[src/rtl/tim_pkg.sv]
// Shared definitions for the timer time-base slice.
//   CNT_W_DEFAULT : default width of counter, prescaler and auto-reload values
//   sms_e         : slave-mode select encodings seen on sms_i
package tim_pkg;

    localparam int CNT_W_DEFAULT = 16;

    typedef enum logic [2:0] {
        SMS_INTERNAL = 3'b000,
        SMS_ENC1     = 3'b001,
        SMS_ENC2     = 3'b010,
        SMS_RESET    = 3'b100,
        SMS_GATED    = 3'b101,
        SMS_TRIGGER  = 3'b110,
        SMS_EXTERNAL = 3'b111
    } sms_e;

endpackage

[src/rtl/tb_prescaler.sv]
// Time-base prescaler: divides qualified steps by (shadow + 1).
// Ports:
//   clk_i      : clock, rising edge
//   rst_i      : synchronous active-high reset
//   step_i     : qualified step (counter enable AND slave-mode step)
//   update_i   : update event; restarts the divider and loads the shadow
//   psc_i      : prescaler value captured into the shadow on update
//   ck_cnt_o   : one-cycle counter clock-enable, asserted on divider wrap
module tb_prescaler #(
    parameter int W = 16
) (
    input  logic         clk_i,
    input  logic         rst_i,
    input  logic         step_i,
    input  logic         update_i,
    input  logic [W-1:0] psc_i,
    output logic         ck_cnt_o
);

    logic [W-1:0] psc_cnt_q, psc_cnt_d;
    logic [W-1:0] psc_shadow_q, psc_shadow_d;

    // The wrap cycle is the cycle the divider emits its pulse, so a zero
    // shadow yields a pulse on every qualified step.
    assign ck_cnt_o = step_i && (psc_cnt_q == psc_shadow_q);

    always_comb begin
        psc_cnt_d    = psc_cnt_q;
        psc_shadow_d = psc_shadow_q;
        if (update_i) begin
            psc_cnt_d    = '0;
            psc_shadow_d = psc_i;
        end else if (step_i) begin
            psc_cnt_d = ck_cnt_o ? '0 : psc_cnt_q + 1'b1;
        end
    end

    always_ff @(posedge clk_i) begin
        if (rst_i) begin
            psc_cnt_q    <= '0;
            psc_shadow_q <= '0;
        end else begin
            psc_cnt_q    <= psc_cnt_d;
            psc_shadow_q <= psc_shadow_d;
        end
    end

endmodule

[src/rtl/time_base_unit.sv]
// Timer time-base unit: prescaled up/down counter with auto-reload,
// one-pulse mode, gated slave mode and update-event generation.
// Ports:
//   clk_i, rst_i                 : clock and synchronous active-high reset
//   step_i                       : prescaler step qualifier
//   sms_i                        : slave mode select (3'b101 gated)
//   sm_reset_i/sm_gate_i/sm_trig_i : slave-mode levels
//   cen_i, dir_i, opm_i, arpe_i, udis_i, urs_i, ug_i : control bits
//   psc_i, arr_i                 : prescaler and auto-reload values
//   uif_clr_i                    : update flag clear pulse
//   cnt_o, uev_o, uif_o, cnt_en_o : counter, update pulse, flag, enable
module time_base_unit
    import tim_pkg::*;
#(
    parameter int CNT_W = CNT_W_DEFAULT
) (
    input  logic             clk_i,
    input  logic             rst_i,
    input  logic             step_i,
    input  logic [2:0]       sms_i,
    input  logic             sm_reset_i,
    input  logic             sm_gate_i,
    input  logic             sm_trig_i,
    input  logic             cen_i,
    input  logic             dir_i,
    input  logic             opm_i,
    input  logic             arpe_i,
    input  logic             udis_i,
    input  logic             urs_i,
    input  logic             ug_i,
    input  logic [CNT_W-1:0] psc_i,
    input  logic [CNT_W-1:0] arr_i,
    input  logic             uif_clr_i,
    output logic [CNT_W-1:0] cnt_o,
    output logic             uev_o,
    output logic             uif_o,
    output logic             cnt_en_o
);

    logic             cen_q, trig_q, smrst_q;
    logic             run_q, run_d;
    logic [CNT_W-1:0] cnt_q, cnt_d;
    logic [CNT_W-1:0] arr_shadow_q, arr_shadow_d;
    logic             uev_q, uev_d;
    logic             uif_q, uif_d;

    logic             cen_rise, cen_fall, trig_rise, smrst_rise;
    logic             sw_update, ck_cnt, ovf, unf, wrap, uif_set;
    logic [CNT_W-1:0] arr_active;

    // Gated mode masks the run flag with the gate level; all other modes
    // count whenever the run flag is set.
    assign cnt_en_o = run_q && ((sms_i == SMS_GATED) ? sm_gate_i : 1'b1);

    tb_prescaler #(.W(CNT_W)) u_prescaler (
        .clk_i    (clk_i),
        .rst_i    (rst_i),
        .step_i   (cnt_en_o && step_i),
        .update_i (uev_d),
        .psc_i    (psc_i),
        .ck_cnt_o (ck_cnt)
    );

    // Edge detection, event decoding and next-state selection. A software
    // or slave-mode reset pre-empts any count in the same cycle, so wraps
    // are only recognised when no such reset is present.
    always_comb begin
        cen_rise   = cen_i && !cen_q;
        cen_fall   = !cen_i && cen_q;
        trig_rise  = sm_trig_i && !trig_q;
        smrst_rise = sm_reset_i && !smrst_q;
        sw_update  = ug_i || smrst_rise;
        arr_active = arpe_i ? arr_shadow_q : arr_i;

        ovf  = ck_cnt && !sw_update && !dir_i && (cnt_q == arr_active);
        unf  = ck_cnt && !sw_update && dir_i && (cnt_q == '0);
        wrap = ovf || unf;

        uev_d   = sw_update || (wrap && !udis_i);
        uif_set = (wrap && !udis_i) || (sw_update && !urs_i);

        cnt_d = cnt_q;
        if (sw_update) begin
            cnt_d = dir_i ? arr_active : '0;
        end else if (ck_cnt) begin
            if (dir_i) begin
                cnt_d = (cnt_q == '0) ? arr_active : cnt_q - 1'b1;
            end else begin
                cnt_d = (cnt_q == arr_active) ? '0 : cnt_q + 1'b1;
            end
        end

        arr_shadow_d = uev_d ? arr_i : arr_shadow_q;

        run_d = run_q;
        if (cen_fall || (opm_i && wrap)) begin
            run_d = 1'b0;
        end
        if (cen_rise || trig_rise) begin
            run_d = 1'b1;
        end

        uif_d = uif_q;
        if (uif_clr_i) begin
            uif_d = 1'b0;
        end
        if (uif_set) begin
            uif_d = 1'b1;
        end
    end

    // State registers; reset overrides every event and never raises uev.
    always_ff @(posedge clk_i) begin
        if (rst_i) begin
            cen_q        <= 1'b0;
            trig_q       <= 1'b0;
            smrst_q      <= 1'b0;
            run_q        <= 1'b0;
            cnt_q        <= '0;
            arr_shadow_q <= '1;
            uev_q        <= 1'b0;
            uif_q        <= 1'b0;
        end else begin
            cen_q        <= cen_i;
            trig_q       <= sm_trig_i;
            smrst_q      <= sm_reset_i;
            run_q        <= run_d;
            cnt_q        <= cnt_d;
            arr_shadow_q <= arr_shadow_d;
            uev_q        <= uev_d;
            uif_q        <= uif_d;
        end
    end

    assign cnt_o = cnt_q;
    assign uev_o = uev_q;
    assign uif_o = uif_q;

endmodule

[config.mk]
export PLATFORM = sky130hd
export DESIGN_NAME = time_base_unit
export DESIGN_NICKNAME = d
export VERILOG_FILES = /design/src/rtl/tim_pkg.sv /design/src/rtl/tb_prescaler.sv /design/src/rtl/time_base_unit.sv
export SDC_FILE = /design/constraint.sdc
export NUM_CORES = 1
export LEC_CHECK = 0
export ABC_AREA = 1
export BUFFER_PORTS_ARGS = -buffer_cell sky130_fd_sc_hd__buf_2
export CELL_PAD_IN_SITES_DETAIL_PLACEMENT = 1
export CELL_PAD_IN_SITES_GLOBAL_PLACEMENT = 1
export CORE_AREA = 2 2 116 118
export DETAILED_ROUTE_END_ITERATION = 7
export DIE_AREA = 0 0 118 120
export PLACE_DENSITY = 0.8
export SYNTH_ARGS = -nofsm -noshare
export SYNTH_HDL_FRONTEND = slang
export SYNTH_SLANG_ARGS = --single-unit
[constraint.sdc]
create_clock -name clk_i -period 2.3 [get_ports clk_i]
set_input_delay 0.345 -clock clk_i [delete_from_list [all_inputs] [get_ports clk_i]]
set_output_delay 0.345 -clock clk_i [all_outputs]
set_load 0.01 [all_outputs]
---- Word-level counts from Yosys, hierarchy flattened ----
Index checks and enable logic that the tools add are counted.
operators by class
  equality and inequality tests ........... 3
  add/subtract/negate cells ............... 3
  reduce and logical (&&, ||, !) cells .... 34
  mux-type cells .......................... 13
operator list
  kind                     count
  $mux W16                 8
  $add A16 B1 Y16 const B  2
  $eq A16 B16 Y1           2
  $logic_not A16 Y1        1
  $sub A16 B1 Y16 const B  1
  $logic_and A1 B1 Y1      15
  $logic_not A1 Y1         8
  $logic_or A1 B1 Y1       6
  $reduce_bool A2 Y1       3
  $mux W1                  5
  $eq A3 B3 Y1 const B     1
  $reduce_or A2 Y1         1
word-level totals
  input bits .............................. 49
  bits in registers ....................... 70
  logic and storage cells ................. 63
  output and inout port bits .............. 19

---- Longest topological paths before layout ----
Gate-level depths: netlist of the first run.
  word-level depth ........................ 13
  mapped depth ............................ 17
  gate-level depth less buffers ........... 14

---- Modules after synthesis ----
Synthesis of the first run repeated with hierarchy kept, for this count alone.
unflattened totals
  cell total of the unflattened synthesis .. 825
  area total of the unflattened synthesis .. 4875.9 um2
modules (own cells, without submodules)
  module          area each (um2)  sequential area each (um2)  times used  cells each
  time_base_unit  3191.8           760.7                       1           570
  tb_prescaler    1684.1           640.6                       1           255

---- Worst setup path before layout of the first run ----
Ideal clock, no wire load.
  path type ............................... register to register
  start point ............................. register cnt_q[0], in the netlist cnt_o[0]
  end point ............................... register cnt_q[8], in the netlist cnt_o[8]
  path slack .............................. 0.253 ns
  arrival time ............................ 1.919 ns
  period minus slack after synthesis ...... 2.047 ns
  path buffers ............................ 2
  data required time ...................... 2.172 ns
  library setup time ...................... 0.128 ns
  cell stages (with the launch flop) ...... 13
  cells stage by stage .................... dfxtp_1 -> clkinv_1 -> ha_1 -> nand3_1 -> nor3_1 -> nand3_1 -> clkbuf_1 -> buf_2 -> nand2_1 -> o211ai_1 -> nand2_1 -> a21oi_1 -> nor2_1
on the way
  longest elaborated chain between the ends .. 5
RTL lines
  element                                  RTL line                                    source
  start: declaration                       time_base_unit.sv:42                        logic [CNT_W-1:0] cnt_q, cnt_d;
  start signal: assignment                 time_base_unit.sv:128                       cnt_q <= cnt_d;
  $add A16 B1 Y16 (tied with other cells)  time_base_unit.sv:89                        cnt_d = (cnt_q == arr_active) ? '0 : cnt_q + 1'b1;
  $mux W16, on equally long branches       time_base_unit.sv:89, time_base_unit.sv:87
  $mux W16 *                               time_base_unit.sv:86                        if (dir_i) begin
  $mux W16 *                               time_base_unit.sv:85                        end else if (ck_cnt) begin
  $mux W16 *                               time_base_unit.sv:83                        if (sw_update) begin
Mark *: on every way between the ends. The rest lies on a longest branch, timed or not. The select of a mux whose other input is x is not followed.
A chain may end at the register's enable or synchronous reset.

---- Worst setup path in the final report of the first run ----
  start point ............................. register u_prescaler.psc_cnt_q[7]
  end point ............................... register arr_shadow_q[4]
on the way
  longest elaborated chain between the ends .. 8
RTL lines
  element                                                      RTL line                                    source
  start: declaration                                           tb_prescaler.sv:20                          logic [W-1:0] psc_cnt_q, psc_cnt_d;
  start signal: assignment                                     tb_prescaler.sv:43                          psc_cnt_q <= psc_cnt_d;
  $eq A16 B16 Y1 *                                             tb_prescaler.sv:25                          assign ck_cnt_o = step_i && (psc_cnt_q == psc_shadow_q);
  $logic_and A1 B1 Y1 *                                        tb_prescaler.sv:25
  $logic_and A1 B1 Y1 *                                        time_base_unit.sv:75, time_base_unit.sv:76
  $logic_and A1 B1 Y1, on equally long branches (2 in series)  time_base_unit.sv:75, time_base_unit.sv:76
  $logic_or A1 B1 Y1 *                                         time_base_unit.sv:77                        wrap = ovf || unf;
  $logic_and A1 B1 Y1 *                                        time_base_unit.sv:79                        uev_d = sw_update || (wrap && !udis_i);
  $logic_or A1 B1 Y1 *                                         time_base_unit.sv:79
  end signal: assignment                                       time_base_unit.sv:129                       arr_shadow_q <= arr_shadow_d;
  end: declaration                                             time_base_unit.sv:43                        logic [CNT_W-1:0] arr_shadow_q, arr_shadow_d;
Mark *: on every way between the ends. The rest lies on a longest branch, timed or not.

==> key figures, run 1 <==
Status
  • Status: finished, final reports clean

Place
  • Routability congestion estimate from global placement: 0.908
  • DP Cell Count: 1,066
  • Post-DP HPWL: 13,200 um
  • Placed inst area: 5600 um^2
  • Number of buffers added on ports: 67

Critical path
  • Crit. End Element: flip-flop
  • Req. time, crit path: 2.51 ns
  • Slack of the worst reg-to-reg path: 0.15 ns
  • Startpoint types: flip-flop
  • Worst Setup EP: arr_shadow_q[4]
  • Data arrival, critical path: 2.36 ns
  • Max FO, Critical Path: 23
  • Reg2reg end: arr_shadow_q[4]
  • Reg2Reg Launch Point: u_prescaler.psc_cnt_q[7]
  • Crit path from: u_prescaler.psc_cnt_q[7]
  • R2R cell count: 11
  • Crit path kind: reg2reg

Yosys
  • Post-synth top cells: nand2_1 (245), nand3_1 (133), inv_1 (79)
  • FF+latch count, synth: 70
  • Synth top area cells: dfxtp_1 (29%), nand2_1 (19%), nand3_1 (14%), inv_1 (6.1%), nor2_1 (6.0%)
  • Synth cell types: 32
  • Post-synth top flop: dfxtp_1
  • Syn avg cell area: 5.99 um^2
  • EDFF count, synth: 0
  • Post-synth top area cell: dfxtp_1
  • Asr flop ratio synth: 0%
  • Syn Inst Count: 817
  • Most numerous cell in the Yosys netlist: nand2_1
  • Yosys warns: 0
  • Top-area cell type share of the netlist area: 28.6%
  • Post-Syn Area: 4890 um^2
  • Sequential area share after synthesis: 28.6%
  • Syn nets: 870

Final layout
  • Share of layout cells above drive strength 1: 15.9%
  • Design area: 5940 um^2
  • Antenna diode count: 0
  • Final nets: 954
  • Area growth, synth to finish: 21.4%
  • Layout fillers: 1,805
  • Finished Layout Cells: 1,082
  • FF+latch area: 1400 um^2
  • Multi-input gate area: 3010 um^2

Global routing
  • Initial antenna violation count: 0
  • Total GRT Usage: 26.4%
  • Vias in the first global route: 5,805
  • Largest net degree at the start of global routing: 35
  • Grt ovf: 0
  • First-pass GRT wire length: 30,000 um

STA
  • Post-route minimum period: 2.15 ns
  • Final hold viol count: 0
  • Setup-failing EPs final: 0
  • Tcrit/Tclk final: 93.5%
  • Skew final: 0.00774 ns
  • Max-slew violations: 0
  • Max Freq: 465 MHz
  • Pin slew with the least headroom to its limit: 1.14 ns
  • Worst relative slew slack: 23.6%

Pwr
  • Power Total: 3.71 mW
  • Lkg Pwr: 2.94 nW
  • Max VDD drop: 0.000299 V
  • Pwr/cell area: 624 nW/um^2

Route
  • Total iterations of the first detailed-routing run: 4
  • Vias per std cell: 5.31
  • Residual DRC: 0
  • Routed wire per std cell: 16.6 um
  • DR iter-0 viols: 307
  • Post-DRT Antenna Nets: 0
  • Drt total wl: 17,900 um
  • Vias: 5,742

Clock network
  • CTS clk-pin slew, worst paths: 0.06 ns
  • CTS Buffer Depth: 2
  • Worst skew pair latency: 0.35 ns
  • # H-tree levels: 3
  • CTS Hold Bufs: 0
  • Total CTS buffers: 9
  • Clk root buf: clkbuf_16
  • TritonCTS clock tree: done
  • Clock sink total: 70

Hold path
  • Hold Path Class: in2reg

Die
  • Core ar.: 13,000 um^2
  • Die area: 14,200 um^2
  • I/O Pins: 68
  • Std cell rows: 42
  • Chip width: 118 um
  • Initial Util: 37.7%
  • Die span in y: 120 um

Job
  • Max Cap Violations: 0
[through the flow]
step | TNS [ns] | hold slack, ns | setup WS [ns] | utilization [%]
floorplan | 0 | 0.414 | 0.253 | -
global placement | 0 | 0.479 | 0.200 | 43.2
detailed placement | 0 | 0.485 | 0.143 | 43.2
CTS | 0 | 0.214 | 0.100 | 45.6
global route | -0.00928 | 0.224 | -0.00928 | 45.8
finish | 0 | 0.216 | 0.150 | 45.8
[what timing repair did]
action	CTS	global route
setup buffers	0	0
resized for setup	0	4
hold endpoints to repair	0	0
endpoints found under the setup margin	0	45
[flip-flops by register name (all words and copies together) (netlist names)]
signal / cells
arr_shadow_q: 16
uif_o: 1
smrst_q: 1
uev_o: 1
trig_q: 1
run_q: 1
u_prescaler.psc_cnt_q: 16
u_prescaler.psc_shadow_q: 16
cnt_o: 16
cen_q: 1
[cell usage in the layout, fill, tap and decap left out, drive strengths merged]
cell type and instances:
nor2 79, clkinvlp 1, nor4 2, nand2 252, a21oi 22, inv 83, clkinv 6, o21ai 35
xnor2 7, ha 4, nand3b 5, nand4 29, dfxtp 70, a21boi 2, nor3 17, o211ai 6
buf 109, bufinv 2, o22ai 4, clkbuf 10, nand3 135, or2 3, xor2 23
[routing by layer]
layer	track usage [%]	routed length, um	vias up
li1	-	-	2822
met1	35.4	8330	2738
met2	43.5	8350	149
met3	3.47	837	33
met4	9.86	412	0
met5	0	0	-
[area by class of cell]
| cell class | count | area share (%) |
|---|---|---|
| multi-input cells | 625 | 50.6 |
| flip-flops and latches | 70 | 23.6 |
| repair buffers | 109 | 11.2 |
| inverters | 86 | 5.47 |
| clock buffers | 10 | 3.85 |
| well taps | 176 | 3.70 |
| clock inverters | 6 | 1.58 |
[power by group]
| group | switching, mW | internal [mW] | total [mW] |
|---|---|---|---|
| logic | 0.520 | 0.301 | 0.821 |
| registers | 0.0551 | 1.28 | 1.33 |
| clock network | 0.600 | 0.958 | 1.56 |
[worst min-delay path by stage]
stage	startpoint	to	cells past startpoint
after floorplan	rst_i	uev_o	1
after global placement	u_prescaler.psc_shadow_q[10]	u_prescaler.psc_shadow_q[10]	2
after detailed placement	arr_shadow_q[14]	arr_shadow_q[14]	2
after CTS	psc_i[7]	u_prescaler.psc_shadow_q[7]	3
after global routing	psc_i[3]	u_prescaler.psc_shadow_q[3]	3
final	psc_i[10]	u_prescaler.psc_shadow_q[10]	3
[critical path, cell delays in order, from the launching register on]
cell	delay [ns]
dfxtp_1	0.46
xnor2_1	0.16
nand2_1	0.07
nor2_1	0.13
nand2_1	0.14
nor2_2	0.15
nand3_2	0.13
nor2_2	0.20
nand3_4	0.15
buf_6	0.21
nand3_1	0.09
nand3_1	0.09
[cells by family after synthesis]
group | after synthesis | synth area share [%]
buffers and inverters | 122 | 10.4
XOR/XNOR | 30 | 5.37
AO/OA/AOI/OAI | 69 | 7.57
AND/OR/NAND/NOR | 522 | 47.0
flip-flops | 70 | 28.6
adder cells (fa/ha/maj) | 4 | 1.02
Power figures use the tool's default switching activity.
==> inputs of run 2 (changes only) <==
- PLACE_DENSITY: 0.8 -> not set
- PLACE_DENSITY_LB_ADDON: not set -> 0.15
==> run 2 against run 1 <==
Effect of this change: largest power group unchanged; worst hold slack got worse by 0.0047 ns; count of clock-buffer cells in the layout is 1 lower; worst setup slack improved by 0.056 ns; critical path depth fell by 1; largest cell class unchanged; non-clock buffer count is 3 lower.
==> key figures, run 2 (synthesis results as in run 1) <==
Route
  • Vias: 5,765
  • Residual DRC: 0
  • Post-DRT Antenna Nets: 0
  • Drt total wl: 18,500 um
  • Routed wire per std cell: 17.1 um
  • Vias per std cell: 5.34
  • Total iterations of the first detailed-routing run: 5
  • DR iter-0 viols: 325

Die
  • Initial Util: 37.7%
  • Die span in y: 120 um
  • Core ar.: 13,000 um^2
  • I/O Pins: 68
  • Chip width: 118 um
  • Std cell rows: 42
  • Die area: 14,200 um^2

STA
  • RSZ-0062 raised after global routing: false
  • Post-route minimum period: 2.09 ns
  • Skew final: 0.0122 ns
  • Max-slew violations: 0
  • Setup-failing EPs final: 0
  • Tcrit/Tclk final: 91.0%
  • TNS Setup: 0 ns
  • Pin slew with the least headroom to its limit: 0.609 ns
  • Max Freq: 478 MHz
  • Final hold viol count: 0
  • Worst relative slew slack: 59.3%

Final layout
  • Multi-input gate area: 3010 um^2
  • Commonest non-fill, non-tap cells in the layout: nand2_1 (245), nand3_1 (133), inv_1 (79), nor2_1 (76), dfxtp_1 (70)
  • Area growth, synth to finish: 20.1%
  • Layout fillers: 1,818
  • Commonest non-fill, non-tap cell in the layout: nand2_1
  • Antenna diode count: 0
  • FF+latch area: 1400 um^2
  • Share of layout cells above drive strength 1: 15.7%
  • Final nets: 951
  • Finished Layout Cells: 1,079

Hold path
  • Cell depth of the worst hold path: 3
  • Hold Path Class: in2reg

Critical path
  • Crit path kind: reg2reg
  • Req. time, crit path: 2.52 ns
  • Data arrival, critical path: 2.32 ns
  • Crit. End Element: flip-flop
  • Startpoint types: flip-flop
  • R2R cell count: 10
  • Max FO, Critical Path: 16

Global routing
  • Grt ovf: 0
  • Vias in the first global route: 5,935
  • GR Util met1: 34.7%
  • Largest net degree at the start of global routing: 33
  • Initial antenna violation count: 0
  • GRT Max-Usage Layer: met2
  • Total GRT Usage: 27.0%
  • Routing usage on met3: 3.80%
  • Global Route met2 Usage: 46.3%
  • First-pass GRT wire length: 30,200 um

Pwr
  • Clk pwr share: 39.0%
  • Max VDD drop: 0.000296 V
  • Sequential power share: 37.8%
  • P_int: 2.31 mW
  • Combinational share of power: 23.2%
  • Lkg Pwr: 2.91 nW
  • Pwr/cell area: 600 nW/um^2
  • NetSw: 1.21 mW
  • Switching Fraction: 34.4%

Place
  • Number of buffers added on ports: 67
  • Routability congestion estimate from global placement: 0.991
  • Post-DP HPWL: 13,900 um
  • DP Cell Count: 1,062

Job
  • Max Cap Violations: 0

Clock network
  • CTS Hold Bufs: 0
  • # H-tree levels: 3
  • Clk root buf: clkbuf_16
  • Clock sink total: 70
  • TritonCTS clock tree: done
  • CTS clk-pin slew, worst paths: 0.06 ns
  • Total CTS buffers: 9
  • Worst skew pair latency: 0.35 ns
  • CTS Buffer Depth: 2

Status
  • Status: finished, final reports clean
==> run 2: cell types whose count changed in the layout (fill, tap and decap cells not counted), sizes merged <==
cell	before	now
bufinv	2	0
clkinv	6	8
inv	83	84
buf	109	106
clkbuf	10	9
==> run 2: routing by layer <==
metal / share of wire (%) / up-vias
li1: - / 2820
met3: 4.6 / 28
met1: 46 / 2783
met5: 0 / -
met2: 47 / 134
met4: 2.2 / 0
==> run 2: power groups by stage <==
| stage | registers [mW] | logic, mW | clock network, mW |
|---|---|---|---|
| after floorplan | 1.35 | 0.523 | 0 |
| after global placement | 1.36 | 0.783 | 0 |
| after detailed placement | 1.36 | 0.805 | 0 |
| after CTS | 1.33 | 0.811 | 1.41 |
| after global routing | 1.34 | 0.920 | 1.45 |
| final | 1.33 | 0.818 | 1.37 |
==> run 2: path summary, 6_finish.rpt <==
kind	from	to	slack, ns
worst max register to register	u_prescaler.psc_cnt_q[7]	u_prescaler.psc_cnt_q[12]	0.21
worst min register to register	u_prescaler.psc_shadow_q[4]	u_prescaler.psc_shadow_q[4]	0.49
worst min-delay path	psc_i[3]	u_prescaler.psc_shadow_q[3]	0.21
worst max-delay path	u_prescaler.psc_cnt_q[7]	u_prescaler.psc_cnt_q[12]	0.21
==> run 2: repair_timing <==
item	4_1_cts	5_1_grt
setup endpoints to repair	0	47
gates resized for setup	0	5
setup buffers	0	1
==> run 2: area by class of cell <==
type	instances	share of cell area, %
clock inverter	7	1.00
clock buffer	9	3.83
sequential	70	23.8
tap	176	3.75
multi-input combinational	625	51.3
inverter	86	5.54
timing repair buffer	106	10.8
==> run 2: critical path, cell delays in order (launching register included) <==
cell	delay, ns
dfxtp_1	0.49
xnor2_1	0.16
nand2_1	0.07
nor2_1	0.10
nand2_1	0.12
nor2_2	0.12
nand3_1	0.13
nor2_2	0.21
nand3_4	0.15
nand3_2	0.32
nor2_1	0.09
==> run 2: through the flow <==
step	worst slack (ns)	total power [mW]	hold slack [ns]	area [um^2]	util, %
CTS	0.107	3.55	0.205	5840	45.0
global route	0.0122	3.71	0.221	5880	45.3
floorplan	0.253	1.87	0.414	4890	-
global placement	0.139	2.14	0.478	5560	42.8
finish	0.206	3.53	0.211	5880	45.3
detailed placement	0.0180	2.17	0.485	5560	42.8
